===== config.mk =====
export PLATFORM = sky130hd
export DESIGN_NAME = store_buffer_flat
export DESIGN_NICKNAME = d
export VERILOG_FILES = /design/src/rtl/sb_pkg.sv /design/src/rtl/store_buffer_if.sv /design/src/rtl/sb_fifo.sv /design/src/rtl/store_buffer.sv /design/src/flat_wrapper.sv
export SDC_FILE = /design/constraint.sdc
export NUM_CORES = 1
export LEC_CHECK = 0
export CORE_AREA = 5 5 169 203
export CTS_BUF_LIST = sky130_fd_sc_hd__clkbuf_16
export DETAILED_ROUTE_END_ITERATION = 16
export DIE_AREA = 0 0 174 208
export GPL_ROUTABILITY_DRIVEN = 1
export PLACE_DENSITY = 0.74
export SLEW_MARGIN = 20
export SYNTH_ARGS = -nofsm -noshare
export SYNTH_HDL_FRONTEND = slang
export SYNTH_SLANG_ARGS = --single-unit
export TNS_END_PERCENT = 30

===== constraint.sdc =====
create_clock -name clk -period 6.7 [get_ports clk]
set_clock_uncertainty 0.2 [all_clocks]
set_input_delay 1.34 -clock clk [delete_from_list [all_inputs] [get_ports clk]]
set_output_delay 1.34 -clock clk [all_outputs]
set_load 0.1 [all_outputs]

===== src/rtl/sb_pkg.sv =====
`default_nettype none
// +----------------------------------------------------------------------------+
// | Module      : sb_pkg                                                       |
// | Description : Shared defaults and entry type for the store buffer slice.   |
// | Revision    : 1.0 - initial release                                        |
// +----------------------------------------------------------------------------+
package sb_pkg;
  localparam int DEPTH_DEF = 4;
  localparam int AW_DEF    = 32;
  localparam int DW_DEF    = 32;
  localparam int PTR_W     = $clog2(DEPTH_DEF);

  typedef struct packed {
    logic              valid;
    logic [AW_DEF-1:2] addr;
    logic [DW_DEF-1:0] data;
  } sb_entry_t;
endpackage
`default_nettype wire


===== src/rtl/store_buffer_if.sv =====
`default_nettype none
// +----------------------------------------------------------------------------+
// | Module      : store_buffer_if                                              |
// | Description : CPU load/store bus between the pipeline and the store buffer.|
// | Revision    : 1.0 - initial release                                        |
// +----------------------------------------------------------------------------+
interface store_buffer_if
  import sb_pkg::*;
#(
  parameter int AW = AW_DEF,
  parameter int DW = DW_DEF
);
  logic          st_valid;
  logic          st_ready;
  logic [AW-1:0] st_addr;
  logic [DW-1:0] st_data;
  logic          ld_req;
  logic [AW-1:0] ld_addr;
  logic [DW-1:0] ld_data;
  logic          ld_stall;

  modport master (
    output st_valid, st_addr, st_data, ld_req, ld_addr,
    input  st_ready, ld_data, ld_stall
  );

  modport slave (
    input  st_valid, st_addr, st_data, ld_req, ld_addr,
    output st_ready, ld_data, ld_stall
  );
endinterface
`default_nettype wire


===== src/rtl/sb_fifo.sv =====
`default_nettype none
// +----------------------------------------------------------------------------+
// | Module      : sb_fifo                                                      |
// | Description : Store-buffer entry storage, pointers, occupancy and flags.   |
// | Revision    : 1.0 - initial release                                        |
// +----------------------------------------------------------------------------+
module sb_fifo
  import sb_pkg::*;
#(
  parameter  int DEPTH = DEPTH_DEF,
  parameter  int AW    = AW_DEF,
  parameter  int DW    = DW_DEF,
  localparam int IW    = $clog2(DEPTH),
  localparam int CW    = $clog2(DEPTH) + 1
) (
  input  wire logic             clk,
  input  wire logic             rst,
  input  wire logic             i_push,
  input  wire logic [AW-3:0]    i_push_addr,
  input  wire logic [DW-1:0]    i_push_data,
  input  wire logic             i_pop,
  output logic      [DEPTH-1:0] o_valid,
  output logic      [AW-3:0]    o_addr [DEPTH],
  output logic      [DW-1:0]    o_data [DEPTH],
  output logic      [IW-1:0]    o_rd_ptr,
  output logic      [IW-1:0]    o_wr_ptr,
  output logic      [CW-1:0]    o_count,
  output logic                  o_full,
  output logic                  o_empty
);
  logic [DEPTH-1:0] r_valid;
  logic [AW-3:0]    r_addr [DEPTH];
  logic [DW-1:0]    r_data [DEPTH];
  logic [IW-1:0]    r_rd_ptr;
  logic [IW-1:0]    r_wr_ptr;
  logic [CW-1:0]    r_count;

  always_ff @(posedge clk or posedge rst) begin
    if (rst) begin
      r_valid  <= '0;
      r_rd_ptr <= '0;
      r_wr_ptr <= '0;
      r_count  <= '0;
    end else begin
      if (i_push) begin
        r_valid[r_wr_ptr] <= 1'b1;
        r_wr_ptr          <= r_wr_ptr + IW'(1);
      end
      if (i_pop) begin
        r_valid[r_rd_ptr] <= 1'b0;
        r_rd_ptr          <= r_rd_ptr + IW'(1);
      end
      case ({i_push, i_pop})
        2'b10:   r_count <= r_count + CW'(1);
        2'b01:   r_count <= r_count - CW'(1);
        default: r_count <= r_count;
      endcase
    end
  end

  // Payload needs no reset: the valid bits alone qualify every entry.
  always_ff @(posedge clk) begin
    if (i_push) begin
      r_addr[r_wr_ptr] <= i_push_addr;
      r_data[r_wr_ptr] <= i_push_data;
    end
  end

  assign o_valid  = r_valid;
  assign o_addr   = r_addr;
  assign o_data   = r_data;
  assign o_rd_ptr = r_rd_ptr;
  assign o_wr_ptr = r_wr_ptr;
  assign o_count  = r_count;
  assign o_full   = (r_count == CW'(DEPTH));
  assign o_empty  = (r_count == '0);
endmodule
`default_nettype wire


===== src/rtl/store_buffer.sv =====
`default_nettype none
// +----------------------------------------------------------------------------+
// | Module      : store_buffer                                                 |
// | Description : Posted-write buffer and memory-port arbiter; define          |
// |               SB_FWD_EN to forward load hits instead of stalling them.     |
// | Revision    : 1.0 - initial release                                        |
// +----------------------------------------------------------------------------+
module store_buffer
  import sb_pkg::*;
#(
  parameter  int DEPTH = DEPTH_DEF,
  parameter  int AW    = AW_DEF,
  parameter  int DW    = DW_DEF,
  localparam int IW    = $clog2(DEPTH),
  localparam int CW    = $clog2(DEPTH) + 1
) (
  input  wire logic          clk,
  input  wire logic          rst,
  store_buffer_if.slave      cpu,
  output logic               mem_rd,
  output logic               mem_wr,
  output logic [AW-1:0]      mem_addr,
  output logic [DW-1:0]      mem_wdata,
  input  wire logic [DW-1:0] mem_rdata,
  output logic [CW-1:0]      buf_count,
  output logic               buf_empty,
  output logic               buf_full
);
  logic             w_push;
  logic             w_pop;
  logic [DEPTH-1:0] w_valid;
  logic [AW-3:0]    w_addr [DEPTH];
  logic [DW-1:0]    w_data [DEPTH];
  logic [IW-1:0]    w_rd_ptr;
  logic [IW-1:0]    w_wr_ptr;
  logic             w_hit;
`ifdef SB_FWD_EN
  logic [DW-1:0]    w_hit_data;
`endif
  logic             w_unused_st;

  assign w_unused_st  = ^cpu.st_addr[1:0];
  assign cpu.st_ready = !buf_full;
  assign w_push       = cpu.st_valid && !buf_full;

  sb_fifo #(
    .DEPTH (DEPTH),
    .AW    (AW),
    .DW    (DW)
  ) u_fifo (
    .clk         (clk),
    .rst         (rst),
    .i_push      (w_push),
    .i_push_addr (cpu.st_addr[AW-1:2]),
    .i_push_data (cpu.st_data),
    .i_pop       (w_pop),
    .o_valid     (w_valid),
    .o_addr      (w_addr),
    .o_data      (w_data),
    .o_rd_ptr    (w_rd_ptr),
    .o_wr_ptr    (w_wr_ptr),
    .o_count     (buf_count),
    .o_full      (buf_full),
    .o_empty     (buf_empty)
  );

  // Walk from the youngest entry back to the oldest so the first match wins.
  always_comb begin : p_hit
    logic [IW-1:0] w_idx;
    w_hit = 1'b0;
`ifdef SB_FWD_EN
    w_hit_data = '0;
`endif
    w_idx = '0;
    for (int k = 1; k <= DEPTH; k++) begin
      w_idx = w_wr_ptr - IW'(k);
      if (!w_hit && w_valid[w_idx] && (w_addr[w_idx] == cpu.ld_addr[AW-1:2])) begin
        w_hit = 1'b1;
`ifdef SB_FWD_EN
        w_hit_data = w_data[w_idx];
`endif
      end
    end
  end

  always_comb begin : p_arb
    mem_rd       = 1'b0;
    mem_wr       = 1'b0;
    mem_addr     = '0;
    mem_wdata    = '0;
    cpu.ld_stall = 1'b0;
    cpu.ld_data  = '0;
    w_pop        = 1'b0;
    if (!rst) begin
      if (buf_full) begin
        w_pop        = 1'b1;
        cpu.ld_stall = cpu.ld_req;
      end else if (cpu.ld_req && w_hit) begin
        w_pop = 1'b1;
`ifdef SB_FWD_EN
        cpu.ld_data = w_hit_data;
`else
        cpu.ld_stall = 1'b1;
`endif
      end else if (cpu.ld_req) begin
        mem_rd      = 1'b1;
        mem_addr    = cpu.ld_addr;
        cpu.ld_data = mem_rdata;
      end else if (!buf_empty) begin
        w_pop = 1'b1;
      end
      if (w_pop) begin
        mem_wr    = 1'b1;
        mem_addr  = {w_addr[w_rd_ptr], 2'b00};
        mem_wdata = w_data[w_rd_ptr];
      end
    end
  end
endmodule
`default_nettype wire


===== src/flat_wrapper.sv =====
// flat-port wrapper written by rule: the top's interface ports become plain ports
module store_buffer_flat import sb_pkg::*;
#(
  parameter  int DEPTH = DEPTH_DEF,
  parameter  int AW    = AW_DEF,
  parameter  int DW    = DW_DEF,
  localparam int IW    = $clog2(DEPTH),
  localparam int CW    = $clog2(DEPTH) + 1
)
  (clk, rst, mem_rd, mem_wr, mem_addr, mem_wdata, mem_rdata, buf_count, buf_empty, buf_full, cpu_st_valid, cpu_st_addr, cpu_st_data, cpu_ld_req, cpu_ld_addr, cpu_st_ready, cpu_ld_data, cpu_ld_stall);
  store_buffer_if #(.AW(AW), .DW(DW)) cpu_i ();
  input  wire logic clk;
  input  wire logic rst;
  output logic mem_rd;
  output logic mem_wr;
  output logic [AW-1:0] mem_addr;
  output logic [DW-1:0] mem_wdata;
  input  wire logic [DW-1:0] mem_rdata;
  output logic [CW-1:0] buf_count;
  output logic buf_empty;
  output logic buf_full;
  input wire logic [$bits(cpu_i.st_valid)-1:0] cpu_st_valid;
  input wire logic [$bits(cpu_i.st_addr)-1:0] cpu_st_addr;
  input wire logic [$bits(cpu_i.st_data)-1:0] cpu_st_data;
  input wire logic [$bits(cpu_i.ld_req)-1:0] cpu_ld_req;
  input wire logic [$bits(cpu_i.ld_addr)-1:0] cpu_ld_addr;
  output wire logic [$bits(cpu_i.st_ready)-1:0] cpu_st_ready;
  output wire logic [$bits(cpu_i.ld_data)-1:0] cpu_ld_data;
  output wire logic [$bits(cpu_i.ld_stall)-1:0] cpu_ld_stall;
  assign cpu_i.st_valid = cpu_st_valid;
  assign cpu_i.st_addr = cpu_st_addr;
  assign cpu_i.st_data = cpu_st_data;
  assign cpu_i.ld_req = cpu_ld_req;
  assign cpu_i.ld_addr = cpu_ld_addr;
  assign cpu_st_ready = cpu_i.st_ready;
  assign cpu_ld_data = cpu_i.ld_data;
  assign cpu_ld_stall = cpu_i.ld_stall;
  store_buffer #(.DEPTH(DEPTH), .AW(AW), .DW(DW)) u_core (.clk(clk), .rst(rst), .cpu(cpu_i), .mem_rd(mem_rd), .mem_wr(mem_wr), .mem_addr(mem_addr), .mem_wdata(mem_wdata), .mem_rdata(mem_rdata), .buf_count(buf_count), .buf_empty(buf_empty), .buf_full(buf_full));
endmodule

==> impl_metrics.py, run 1 <==
metrics = {
    "outcome": {
        "outcome": "finished clean",
    },
    "logic_synthesis": {
        "synth_simple_gate_area_share_pct": 6.267,
        "yosysSeqAreaShare_pct": 49.03,
        "synth_xor_area_share_pct": 5.116,
        "yosys_warnings": 0,
        "synthAdderAreaFrac_pct": 0.8420,
        "synthTopCellsByCount": "248 x edfxtp_1, 144 x mux4_2, 89 x mux2i_1, 82 x xnor2_1, 64 x nand2_1",
        "syn_nets": 1231,
        "synthFlopType": "edfxtp_1",
        "synth_compound_area_share_pct": 7.475,
        "synth.most_common_cell": "edfxtp_1",
        "syn_area_mm2": 0.01575,
        "syn_area_per_cell_um2": 14.46,
        "synth_seq_cells": 259,
        "synth_edf_count": 248,
        "muxShareOfSynthArea_pct": 26.96,
        "synthArstFlopShare_pct": 4.247,
        "synth.area.top_cells": "edfxtp_1 47%, mux4_2 21%, mux2i_1 5.7%",
        "synth_top_area_share_pct": 47.28,
        "yosysTopAreaCell": "edfxtp_1",
        "synth_top_family_by_area": "multiplexers",
        "synth_cells": 1089,
        "synth_cell_types": 66,
    },
    "clocking": {
        "cts_hold_buf": 0,
        "clock_latency_ns": 0.55,
        "cts-resized-gates": 0,
        "cts_tree": "yes",
        "cts.sinks": 259,
        "cts-htree-levels": 1,
        "numCtsBuffers": 28,
        "clockBufferDepth": 3,
        "clk_pin_slew_ns": 0.06,
        "post_cts_buffers": 0,
        "cts_root_buffer": "clkbuf_16",
    },
    "timing": {
        "final-max-slew-violation-count": 0,
        "setup_viol": 0,
        "period_needed_ns": 6.537,
        "worstMarginPinSlew_ns": 1.101,
        "rsz0062_at_grt": "no",
        "relSlewSlack_pct": 26.62,
        "fmax_mhz": 153.0,
        "hold_violations": 0,
        "period_share_pct": 97.57,
        "fin_tns_setup_ns": 0,
    },
    "placement": {
        "gp_congestion": 0.9862,
        "port_buffers": 234,
        "place_area_mm2": 0.01961,
        "dp_hpwl_um": 33320,
        "dp.cells": 1682,
    },
    "floorplanning": {
        "rows": 72,
        "die_h_um": 208,
        "dieArea_mm2": 0.03619,
        "top_level_ports": 237,
        "die_x_um": 174,
        "core_mm2": 0.03207,
        "start_util_pct": 49.11,
    },
    "global_routing": {
        "antenna_found_initial": 1,
        "grt_max_degree": 90,
        "grt_pass1_wl_um": 71420,
        "overflow": 0,
        "groute.usage.overall_pct": 25.67,
        "grt_pass1_vias": 11360,
    },
    "setup_path": {
        "path_cells": "buf_4 > buf_4 > mux4_2 > xnor2_1 > nand4_1 > or4_1 > or4_1 > and3b_1 > nand3_4 > buf_12 > o221a_1 > buf_12",
        "cpPeakStageDelay_ns": 0.62,
        "reg2reg_slack_ns": 1.27,
        "required_ns": 5.16,
        "cp-end-kind": "output pin",
        "critPathLaunchType": "flip-flop",
        "critical_path.slowest_cell": "or4_1",
        "critical_path_class": "flip-flop to output pin",
        "crit_arrival_ns": 5.00,
        "cp_max_fo": 29,
    },
    "power_and_ir_drop": {
        "p_total_mw": 9.988,
        "vdd_ir_drop_max_uv": 311.4,
        "leakagePower_nw": 7.305,
        "powerDensity_mw_per_mm2": 486.8,
    },
    "final_layout": {
        "drive_gt1_share_pct": 29.13,
        "post-route-cell-area_mm2": 0.02052,
        "area_growth_pct": 30.27,
        "diodes": 0,
        "fin_util_pct": 63.98,
        "final_cell_count_no_fill": 1732,
        "final_nets": 1447,
    },
    "hold_path": {
        "min_path_type": "flip-flop to flip-flop",
    },
    "drt": {
        "dr.pass1.iters": 6,
        "drtIter0Drc": 940,
        "met3_length_um": 3019,
        "wl_per_cell_um": 27.45,
        "routed_wl_um": 47540,
        "via_count": 10980,
        "top_layer": "met5",
        "postRouteAntennaNets": 0,
        "wl_met2_um": 24640,
        "drc": 0,
        "wl_met1_um": 17780,
        "viasPerCell": 6.338,
    },
    "job": {
        "cap_violations": 0,
    },
}
-- where the power goes --
group / switching, mW / internal [mW]
Clock: 0.637 / 0.897
Sequential: 0.353 / 2.16
Combinational: 3.37 / 2.56
Total: 4.36 / 5.62
-- layout make-up --
cell class	count	area (um2)
fill	2315	11550
sequential	259	7737
multi-input combinational	689	7391
timing repair buffer	292	3844
clock buffer	29	725.7
tap	407	509.2
clock inverter	21	181.4
inverter	35	131.4
-- logic make-up after synthesis --
logic type	count (synthesis)
flops	259
mux	243
simple gates	198
compound gates	146
buf+inv	141
xor+xnor	92
fa+ha+maj	10
-- state kept, by name, indices dropped and copies added (netlist names) --
signal / flops
u_core.u_fifo.o_wr_ptr: 2
u_core.u_fifo.o_addr: 120
u_core.u_fifo.o_rd_ptr: 2
u_core.u_fifo.o_data: 128
u_core.u_fifo.o_count: 3
u_core.u_fifo.o_valid: 4
-- layer usage --
metal / global-route usage [%] / vias up
met3: 5.011 / 117
li1: - / 4825
met4: 9.669 / 2
met5: 0 / -
met1: 31.64 / 5580
met2: 44.93 / 453
-- path summary, 6_finish.rpt --
path	startpoint	endpoint	cells past startpoint
min in group asynchronous	rst	u_core.u_fifo.o_wr_ptr[0]	3
setup reg to reg	u_core.u_fifo.o_wr_ptr[0]	u_core.u_fifo.o_count[2]	18
max in group asynchronous	rst	u_core.u_fifo.o_rd_ptr[0]	3
hold / removal	u_core.u_fifo.o_count[0]	u_core.u_fifo.o_count[0]	1
setup / recovery	u_core.u_fifo.o_wr_ptr[0]	mem_addr[18]	12
hold reg to reg	u_core.u_fifo.o_count[0]	u_core.u_fifo.o_count[0]	1
-- cell usage in the layout, fill, tap and decap left out, types with 4 or more instances in the layout --
cell type / instances
nor2_1: 44
buf_4: 52
a21oi_1: 18
nand4_1: 19
mux2_2: 10
nand3_1: 5
dfrtp_1: 7
o21ai_0: 18
mux2i_1: 89
edfxtp_1: 248
mux4_2: 144
inv_1: 37
o221a_1: 16
dfrtp_4: 4
ha_1: 8
xor2_1: 10
nor4_1: 5
nand2_1: 64
nor2b_1: 4
clkbuf_16: 29
a22oi_1: 7
o32a_1: 4
buf_12: 105
clkinv_2: 8
and3_2: 4
xnor2_1: 82
o22ai_1: 10
o221ai_1: 5
a211oi_1: 4
o221a_2: 12
and3_1: 35
o211ai_1: 9
clkdlybuf4s50_1: 135
a2bb2oi_1: 4
clkinv_1: 5
-- metrics by stage --
step                hold WS [ns]  setup WS (ns)
floorplan                 0.3188        -0.3774
global placement          0.3466         0.2863
detailed placement        0.3701         0.3031
CTS                       0.3866         0.1730
global route              0.4347        0.02171
finish                    0.3854         0.1631
-- critical path: cells and delay by family, from the launching register on --
family | cells | cell delay, ns
mux | 1 | 0.56
flops | 1 | 0.51
compound gates | 1 | 0.31
buf+inv | 4 | 1.11
simple gates | 5 | 1.76
xor+xnor | 1 | 0.16
(Power assumes the default switching activity.)
==> run 2: changes to the inputs <==
MAX_ROUTING_LAYER = met4   (was default)
==> run 2 against run 1 <==
  * First-iteration DRC count increased by 2.2%
  * Highest routed layer is now met4
  * Routed wire length decreased by 0.72%
  * Maximum frequency decreased by 0.25%
  * Global-route usage increased by 0.68 points
  * Worst hold slack got worse by 0.018 ns
  * Final area increased by 0.13%
  * Clock power increased by 4%
  * Critical path type unchanged
  * Largest cell class unchanged
  * Core utilization increased by 0.082 points
  * Flip-flop and latch count unchanged
  * Cell count decreased by 0.23%
==> impl_metrics.py, run 2 (synthesis gave the netlist of run 1 again) <==
metrics = {
    "placement": {
        "dp_hpwl_um": 33530,
        "port_buffers": 234,
        "post-place-ws_ns": 0.2667,
        "place_area_mm2": 0.01960,
        "gp_congestion": 1.002,
    },
    "floorplanning": {
        "die_x_um": 174,
        "die_h_um": 208,
        "top_level_ports": 237,
        "rows": 72,
        "core_mm2": 0.03207,
        "dieArea_mm2": 0.03619,
        "start_util_pct": 49.11,
    },
    "timing": {
        "rsz0062_at_grt": "no",
        "fmax_mhz": 152.6,
        "worstMarginPinSlew_ns": 1.078,
        "setup_viol": 0,
        "hold_violations": 0,
        "relSlewSlack_pct": 28.13,
        "setup_slack_ns": 0.1465,
        "final-max-slew-violation-count": 0,
        "period_share_pct": 97.81,
        "period_needed_ns": 6.554,
    },
    "clocking": {
        "cts.sinks": 259,
        "cts-htree-levels": 1,
        "post_cts_buffers": 0,
        "cts_root_buffer": "clkbuf_16",
        "clockBufferDepth": 3,
        "clock_latency_ns": 0.55,
        "cts_tree": "yes",
        "numCtsBuffers": 27,
        "cts_hold_buf": 0,
        "clk_pin_slew_ns": 0.06,
        "cts-resized-gates": 0,
    },
    "global_routing": {
        "overflow": 0,
        "grt_util_met1_pct": 32.68,
        "grt_busiest_layer": "met2",
        "gr-usage-met2_pct": 44.86,
        "groute.usage.overall_pct": 26.35,
        "antenna_found_initial": 1,
        "grt_pass1_vias": 11520,
        "met3_usage_pct": 4.158,
        "grt_pass1_wl_um": 71820,
        "grt_max_degree": 90,
    },
    "power_and_ir_drop": {
        "p_total_mw": 10.04,
        "leakagePower_nw": 7.316,
        "vdd_ir_drop_max_uv": 382.1,
        "powerDensity_mw_per_mm2": 488.8,
    },
    "drt": {
        "postRouteAntennaNets": 0,
        "via_count": 11020,
        "routed_wl_um": 47200,
        "drtIter0Drc": 961,
        "wl_per_cell_um": 27.31,
        "viasPerCell": 6.375,
        "dr.pass1.iters": 5,
        "drc": 0,
    },
    "final_layout": {
        "post-route-cell-area_mm2": 0.02055,
        "drive_gt1_share_pct": 28.64,
        "fill_cells": 2358,
        "final_cell_mix": "248 x edfxtp_1, 144 x mux4_2, 135 x clkdlybuf4s50_1, 107 x buf_12, 89 x mux2i_1",
        "layout_commonest_cell": "edfxtp_1",
        "area_growth_pct": 30.44,
        "largest_reg_flops": 128,
        "final_nets": 1441,
    },
    "setup_path": {
        "crit_arrival_ns": 5.01,
        "cp-end-kind": "output pin",
        "reg2reg_slack_ns": 1.34,
        "critical_path_class": "flip-flop to output pin",
        "cp_max_fo": 27,
        "required_ns": 5.16,
        "critPathLaunchType": "flip-flop",
    },
    "hold_path": {
        "min_path_type": "flip-flop to flip-flop",
    },
    "outcome": {
        "outcome": "finished clean",
    },
    "job": {
        "cap_violations": 0,
    },
}
==> run 2: cell types whose count changed in the layout (fill, tap and decap cells not counted) <==
cell and delta:
clkbuf_16 -2, clkinv_4 +3, clkinv_1 -1, inv_6 -1, clkinv_2 -5, diode_2 +1, buf_12 +2, inv_1 +4
clkinvlp_4 -1, buf_4 -7, bufinv_16 +3
==> run 2: metal layers <==
metal / part of all wire, % / vias up
li1: - / 4813
met1: 38 / 5688
met2: 52 / 426
met3: 5.9 / 89
met4: 3.5 / 0
met5: 0 / -
==> run 2: cell type report <==
type                       count  area, um2  share of cell area [%]
clock inverter                23      267.8                   1.303
antenna                        1      2.502                 0.01218
timing repair buffer         287       3831                   18.65
sequential                   259       7737                   37.66
clock buffer                  27      675.6                   3.288
inverter                      35      131.4                  0.6394
tap                          407      509.2                   2.479
multi-input combinational    689       7391                   35.97
==> run 2: critical path: stages (launching register included) <==
cell,delay [ns]
dfrtp_4,0.42
inv_1,0.08
ha_4,0.51
buf_12,0.25
mux4_2,0.34
xnor2_1,0.15
nand2_1,0.10
a2111oi_0,0.66
o2111ai_1,0.32
o22ai_1,0.36
nand3b_2,0.24
a21oi_4,0.13
buf_12,0.22
buf_4,0.18
nor2_1,0.23
buf_12,0.21
==> run 2: path summary, 6_finish.rpt <==
path                       depth (start not counted)                      start                   endpoint
setup / recovery                                  15  u_core.u_fifo.o_wr_ptr[0]              mem_wdata[10]
hold / removal                                     1   u_core.u_fifo.o_count[0]   u_core.u_fifo.o_count[0]
setup reg to reg                                  19  u_core.u_fifo.o_wr_ptr[0]   u_core.u_fifo.o_count[2]
hold reg to reg                                    1   u_core.u_fifo.o_count[0]   u_core.u_fifo.o_count[0]
max in group asynchronous                          3                        rst  u_core.u_fifo.o_rd_ptr[0]
min in group asynchronous                          3                        rst   u_core.u_fifo.o_count[0]
==> run 2: per-stage QoR <==
stage          hold WS, ns  util, %  instances  setup TNS, ns
6_report            0.3671    64.06       1728              0
5_1_grt             0.3902    64.06       1728              0
4_1_cts             0.3732    64.06       1727              0
3_5_place_dp        0.3520    61.11       1677              0
3_3_place_gp        0.3602    61.11       1677              0
2_1_floorplan       0.3188        -       1089         -11.73
==> run 2: report_power, final <==
part / switching [mW] / internal [mW] / total (mW)
registers: 0.343 / 2.16 / 2.51
clock network: 0.625 / 0.964 / 1.59
logic: 3.38 / 2.57 / 5.95
total: 4.35 / 5.70 / 10.0
